==> src/rtl/lsu_mem_master.sv <==
// RV32I load/store initiator for a word-addressed data memory.
// Handles one request at a time; sub-word stores use read-modify-write.
module lsu_mem_master #(
  parameter int unsigned MEM_WORDS = 4000
) (
  input  logic        clk,
  input  logic        rst,
  input  logic        req_valid,
  output logic        req_ready,
  input  logic        req_we,
  input  logic [2:0]  req_funct3,
  input  logic [31:0] req_addr,
  input  logic [31:0] req_wdata,
  output logic        resp_valid,
  output logic [31:0] resp_rdata,
  output logic        resp_err,
  output logic        mem_we,
  output logic [31:0] mem_addr,
  output logic [31:0] mem_wdata,
  input  logic [31:0] mem_rdata
);

  typedef enum logic [1:0] {IDLE, RD, WR, RESP} state_t;

  state_t      state, state_nx;
  logic        we_q;
  logic [2:0]  funct3_q;
  logic [31:0] addr_q;
  logic [31:0] wdata_q;
  logic [31:0] rdata_q;
  logic        err_q;
  logic        accept;
  logic        req_err;

  assign accept = req_valid && req_ready;

  // Extract the addressed byte/half from a memory word and sign/zero-extend it.
  function automatic logic [31:0] load_extend(input logic [2:0]  f3,
                                              input logic [1:0]  off,
                                              input logic [31:0] word);
    logic [7:0]  b;
    logic [15:0] h;
    b = word[{off, 3'b000} +: 8];
    h = off[1] ? word[31:16] : word[15:0];
    case (f3)
      3'd0:    return {{24{b[7]}}, b};
      3'd1:    return {{16{h[15]}}, h};
      3'd4:    return {24'h0, b};
      3'd5:    return {16'h0, h};
      default: return word;
    endcase
  endfunction

  // Replace the target byte (SB) or half (SH) lane of the current word.
  function automatic logic [31:0] store_merge(input logic [2:0]  f3,
                                              input logic [1:0]  off,
                                              input logic [31:0] word,
                                              input logic [31:0] data);
    logic [31:0] merged;
    merged = word;
    if (f3[0]) merged[{off[1], 4'b0000} +: 16] = data[15:0];
    else       merged[{off, 3'b000} +: 8]      = data[7:0];
    return merged;
  endfunction

  // NOTE: every variable written in always_comb gets a default first, so no latch is inferred.
  always_comb begin
    req_err = 1'b0;
    if (req_we) begin
      if (req_funct3 > 3'd2) req_err = 1'b1;
    end else if (req_funct3 == 3'd3 || req_funct3 >= 3'd6) begin
      req_err = 1'b1;
    end
    if (req_funct3[1:0] == 2'b01 && req_addr[0])          req_err = 1'b1;
    if (req_funct3[1:0] == 2'b10 && req_addr[1:0] != 2'b00) req_err = 1'b1;
    if ({2'b00, req_addr[31:2]} >= MEM_WORDS)              req_err = 1'b1;
  end

  always_comb begin
    state_nx = state;
    case (state)
      IDLE: begin
        if (accept) begin
          if (req_err)                           state_nx = RESP;
          else if (req_we && req_funct3 == 3'd2) state_nx = WR;
          else                                   state_nx = RD;
        end
      end
      RD:      state_nx = we_q ? WR : RESP;
      WR:      state_nx = RESP;
      RESP:    state_nx = IDLE;
      default: state_nx = IDLE;
    endcase
  end

  // NOTE: sequential state uses non-blocking assignments so all registers update together.
  always_ff @(posedge clk or negedge rst) begin
    if (!rst) state <= IDLE;
    else      state <= state_nx;
  end

  always_ff @(posedge clk or negedge rst) begin
    if (!rst) begin
      we_q     <= 1'b0;
      funct3_q <= 3'd0;
      addr_q   <= 32'h0;
      wdata_q  <= 32'h0;
      rdata_q  <= 32'h0;
      err_q    <= 1'b0;
    end else begin
      case (state)
        IDLE: begin
          if (accept) begin
            we_q     <= req_we;
            funct3_q <= req_funct3;
            addr_q   <= req_addr;
            wdata_q  <= req_wdata;
            err_q    <= req_err;
            rdata_q  <= 32'h0;
          end
        end
        RD: begin
          // Stores reuse wdata_q to hold the merged word written in WR.
          if (we_q) wdata_q <= store_merge(funct3_q, addr_q[1:0], mem_rdata, wdata_q);
          else      rdata_q <= load_extend(funct3_q, addr_q[1:0], mem_rdata);
        end
        default: ;
      endcase
    end
  end

  assign req_ready  = (state == IDLE);
  assign resp_valid = (state == RESP);
  assign resp_err   = (state == RESP) && err_q;
  assign resp_rdata = (state == RESP) ? rdata_q : 32'h0;
  assign mem_we     = (state == WR);
  assign mem_addr   = (state == RD || state == WR) ? {2'b00, addr_q[31:2]} : 32'h0;
  assign mem_wdata  = (state == WR) ? wdata_q : 32'h0;

endmodule
==> config.mk <==
export PLATFORM = sky130hd
export DESIGN_NAME = lsu_mem_master
export DESIGN_NICKNAME = d
export VERILOG_FILES = /design/src/rtl/lsu_mem_master.sv
export SDC_FILE = /design/constraint.sdc
export NUM_CORES = 1
export LEC_CHECK = 0
export ABC_AREA = 1
export BUFFER_PORTS_ARGS = -buffer_cell sky130_fd_sc_hd__buf_2
export CAP_MARGIN = 15
export CORE_MARGIN = 5
export CORE_UTILIZATION = 38
export CTS_CLUSTER_SIZE = 14
export DETAILED_ROUTE_END_ITERATION = 7
export GPL_TIMING_DRIVEN = 0
export PLACE_DENSITY_LB_ADDON = 0.1
export SLEW_MARGIN = 20
export SYNTH_ARGS = -nofsm -noshare
export SYNTH_HDL_FRONTEND = slang
export SYNTH_SLANG_ARGS = --single-unit
export TNS_END_PERCENT = 100
==> constraint.sdc <==
create_clock -name clk -period 6.39 [get_ports clk]
set_input_delay 1.278 -clock clk [delete_from_list [all_inputs] [get_ports clk]]
set_output_delay 1.278 -clock clk [all_outputs]
set_load 0.02 [all_outputs]
; Word-level counts from Yosys, hierarchy flattened
; Cells that the tools add are included.
[totals]
reg_bits = 103
latchBits = 0
ramBits = 0
romBits = 0
inputBits = 103
output_inout_bits = 100
elab_cells = 69
memories = 0
[classes]
addsub = 2
multipliers = 0
div = 0
order_cmp = 3
eq_ne = 13
shifts = 5
n_mux = 25
n_bitwise = 0
n_reduce_logical = 14
[ops]
columns = op, n
row1 = 32-bit two-way mux, 7
row2 = 32-bit case mux with 2 select lines, 2
row3 = 32-bit case mux with 4 select lines, 1
row4 = 32-bit bitwise mux, 2
row5 = "16-bit by 7-bit variable shift with 32-bit output, first input constant", 1
row6 = "8-bit by 7-bit variable shift with 32-bit output, first input constant", 1
row7 = 16-bit by 7-bit variable part select with 32-bit output, 1
row8 = 32-bit by 6-bit variable part select with 8-bit output, 1
row9 = 8-bit by 7-bit variable part select with 32-bit output, 1
row10 = "30-bit by 12-bit >= comparator with 1-bit output, second input constant", 1
row11 = 30-bit two-way mux, 1
row12 = 16-bit two-way mux, 1
row13 = 5-bit negation with 7-bit output, 2
row14 = 2-bit case mux with 4 select lines, 1
row15 = 1-bit two-way mux, 7
row16 = "2-bit equality test, second input constant", 3
row17 = "3-bit by 2-bit equality test with 1-bit output, second input constant", 2
row18 = "3-bit equality test, second input constant", 2
row19 = 2-bit two-way mux, 3
row20 = 3-bit AND reduction, 2
row21 = 1-bit logical AND, 5
row22 = "2-bit by 1-bit equality test with 1-bit output, second input constant", 2
row23 = "2-bit inequality test, second input constant", 2
row24 = 2-bit nonzero test, 2
row25 = 8 further kinds, 9

; Longest topological paths before layout
[depth]
depth_word = 10
depth_mapped = 12
mapped_depth_nobuf = 11

; Least setup slack after synthesis
; Ideal clock, no wire load.
[synth_timing]
path_kind = register to output
start = reg state[0]
end = out mem_wdata[10]
arrival_ns = 1.450
required_ns = 5.112
setup_slack_ns = 3.662
stages_incl_launch_ff = 7
path_buffers = 2
path_cell_list = dfrtp_1 > inv_1 > ha_1 > clkbuf_1 > clkbuf_1 > nand2_1 > inv_1
[synth_between]
elab_chain_len = 2
[synth_lines]
columns = element, line
row1 = "start, declared", 25  ; state_t state, state_nx;
row2 = "start signal, assigned", 99  ; else state <= state_nx;
row3 = 2-bit equality test, --
row4 = named net mem_we, 17  ; output logic mem_we,
row5 = 32-bit two-way mux, 138  ; assign mem_wdata = (state == WR) ? wdata_q : 32'h0;
row6 = "end, declared", 19  ; output logic [31:0] mem_wdata,
; The timed path passes the listed nets, and every way through them passes these cells.

; Worst setup path in the final report
[layout_timing]
start = reg state[0]
end = out mem_wdata[7]
[layout_between]
elab_chain_len = 2
[layout_lines]
columns = element, line
row1 = 2-bit equality test, 138
row2 = 32-bit two-way mux, 138
; No other way between the ends.

==> impl_metrics.json <==
{
  "worstSetupStartpoint": "state[0]$_DFFE_PN0N_",
  "worst_slew_pin_slew_ns": 0.590,
  "worst_setup_path_start_kind": "register",
  "core-area_um2": 17400,
  "overflow": 0,
  "critPathMaxStageDelay_ns": 0.51,
  "powerDensity_nw_per_um2": 508,
  "drc": 0,
  "drtIter0Drc": 418,
  "nNetsFinal": 1407,
  "yosysSeqAreaShare_pct": 38.3,
  "root_buffer": "clkbuf_16",
  "setup_violations": 0,
  "path_clk_slew_ns": 0.07,
  "crit_fanout": 10,
  "r2r_setup_slack_ns": 3.79,
  "rows": 48,
  "crit_path_end": "mem_wdata[7]",
  "grt_pass1_wl_mm": 35.7,
  "crit_cells": 7,
  "syn_inst": 1082,
  "status": "completed",
  "dp_hpwl_mm": 18.2,
  "min_path_type": "register to register",
  "grt_pass1_vias": 6842,
  "area_growth_pct": 23.8,
  "r2r-end": "wdata_q[29]$_DFFE_PN0P_",
  "antenna_found_initial": 3,
  "cts_buffers": 9,
  "htreeDepth": 3,
  "slew_headroom_pct": 60.7,
  "start_util_pct": 38.8,
  "hold_buffers": 0,
  "antenna_left": 0,
  "peakVddDrop_v": 0.000280,
  "rsz0062_at_grt": "no",
  "layout-drive-gt1-share_pct": 19.7,
  "ctsLongestPathBuffers": 2,
  "cts.sinks": 103,
  "finalCritPeriodShare_pct": 54.8,
  "hold_viol": 0,
  "stdcell_count": 1525,
  "place_congestion": 0.951,
  "yosysWarnings": 0,
  "cp.arrival_ns": 2.23,
  "slew_viol_final": 0,
  "postCtsSetupRepairBufs": 0,
  "viasPerCell": 4.69,
  "routed_wl_mm": 22.7,
  "ys_seq_elements": 103,
  "io_pins": 203,
  "dieWidth_um": 143,
  "reg2reg_depth": 9,
  "async_flop_share_pct": 100,
  "chipHeight_um": 143,
  "synth_area_um2": 6730,
  "grt_max_degree": 70,
  "endpoint_kind": "output port",
  "synth_ff_type": "dfrtp_1",
  "fillers": 1948,
  "skew_ns": 0.0104,
  "required_ns": 5.11,
  "avgSynthCellArea_um2": 6.22,
  "synth_edf_count": 0,
  "clock_latency_ns": 0.36,
  "cp_slowest_cell": "clkbuf_1",
  "track_usage_pct": 22.4,
  "io_buffers": 200,
  "r2r_start": "addr_q[1]$_DFFE_PN0P_",
  "power_leakage_nw": 5.36,
  "period_minus_slack_ns": 3.50,
  "place_inst": 1509,
  "diodes": 0,
  "crit_type": "register to output port",
  "cp_top_family": "buffers and inverters",
  "maxCapViolCount": 0,
  "vias": 7145,
  "die_area_um2": 20500,
  "clock.fmax_ghz": 0.285,
  "crit_buf_inv": 5,
  "firstDrtPassIters": 5,
  "path_cells": "inv_1 > ha_1 > clkbuf_1 > clkbuf_1 > nand2_1 > inv_1 > buf_2",
  "hp-start": "rdata_q[27]$_DFFE_PN0P_",
  "cts-resized-gates": 0,
  "synth_cell_types": 31,
  "tns_ns": 0,
  "wl_per_cell_um": 14.9,
  "cts_tree": "yes"
}
[cell usage in the layout (no fill, tap or decap), types with 2 or more instances in the layout]
cell         n
a21boi_0     5
a21boi_1     5
a21oi_1     17
buf_2      211
buf_4        3
buf_6        4
clkbuf_1    32
clkbuf_16    9
clkbuf_8     2
clkinv_1     3
clkinv_2     2
conb_1       2
dfrtp_1    103
ha_1         9
inv_1      139
inv_2        5
nand2_1    502
nand2_4      3
nand3_1     48
nand3_4      2
nand4_1      4
nor2_1     111
nor3_1       9
o211ai_1    21
o21ai_0     27
o22ai_1      4
or2_2        8
[cell families after synthesis]
kind of cell / share of synthesized area, %
other: 0.0557
adders and majority gates: 1.67
buffers and inverters: 11.7
AOI/OAI and AO/OA: 7.41
DFF: 38.3
and+or+nand+nor: 40.9
[flip-flops by register name, summed over array words and instances, names as in the netlist]
register / cells
err_q: 1
wdata_q: 32
funct3_q: 3
state: 2
rdata_q: 32
we_q: 1
addr_q: 32
[routing by layer]
| metal | vias to the layer above | GRT usage, % | part of all wire [%] | routed length, um |
|---|---|---|---|---|
| met3 | 48 | 5.93 | 8.2 | 1860 |
| met1 | 3169 | 29.5 | 44 | 10000 |
| met2 | 239 | 35.4 | 45 | 10100 |
| met4 | 6 | 8.15 | 2.8 | 634 |
| li1 | 3683 | - | - | - |
| met5 | - | 0 | 0.11 | 26 |
[worst min-delay path, cell delays in order (launching register included)]
cell	delay, ns
dfrtp_1	0.34
nand2_1	0.05
nand2_1	0.05
[cell usage after synthesis (2+ instances only)]
cell type,n,share of area [%]
a21boi_0,5,0.56
nand3_4,2,0.52
nand4_1,4,0.37
a21oi_1,17,1.3
nor3_1,9,0.67
buf_2,12,0.89
clkbuf_1,31,1.7
dfrtp_1,103,38
ha_1,9,1.7
buf_4,3,0.33
inv_1,139,7.7
nand2_1,502,28
clkinv_1,3,0.17
or2_2,8,0.74
nand3_1,48,3.6
nand2_4,3,0.50
nor2_1,111,6.2
o211ai_1,21,2.3
buf_6,3,0.50
o21ai_0,27,2.0
inv_2,5,0.28
o22ai_1,4,0.37
a21boi_1,5,0.56
[power breakdown]
part           total, W  internal, W  switching [W]  leakage, nW
clock network  0.000540     0.000287       0.000253        0.143
registers       0.00114     0.000948       0.000192         1.28
logic           0.00255     0.000805        0.00175         3.94
total           0.00423      0.00204        0.00219         5.36
[worst min-delay path by stage]
stage	to	slack [ns]	cells after the start
2_1_floorplan	addr_q[10]$_DFFE_PN0P_	0.45	2
3_3_place_gp	addr_q[20]$_DFFE_PN0P_	0.46	2
3_5_place_dp	addr_q[13]$_DFFE_PN0P_	0.47	2
4_1_cts	addr_q[13]$_DFFE_PN0P_	0.49	2
5_1_grt	wdata_q[21]$_DFFE_PN0P_	0.50	2
6_report	rdata_q[27]$_DFFE_PN0P_	0.48	2
[per-stage QoR]
step	hold slack [ns]	util, %	total power (W)	area, um2	worst slack, ns
after detailed placement	0.465	46.4	0.00371	8050	3.28
after global routing	0.503	48.0	0.00465	8340	2.77
after global placement	0.462	46.2	0.00369	8020	2.79
final	0.477	48.0	0.00423	8340	2.89
after CTS	0.485	48.0	0.00426	8340	2.89
after floorplan	0.449	-	0.00292	6740	3.66
[final cells by class]
type,instances,area [um2],share of cell area [%]
Sequential cell,103,2580,30.9
Timing Repair Buffer,201,1030,12.4
Clock buffer,12,256,3.08
Buffer,50,236,2.84
Inverter,147,552,6.62
Clock inverter,4,27.5,0.330
Multi-Input combinational cell,783,3370,40.4
Tap cell,225,282,3.38
Power figures use the tool's default switching activity.
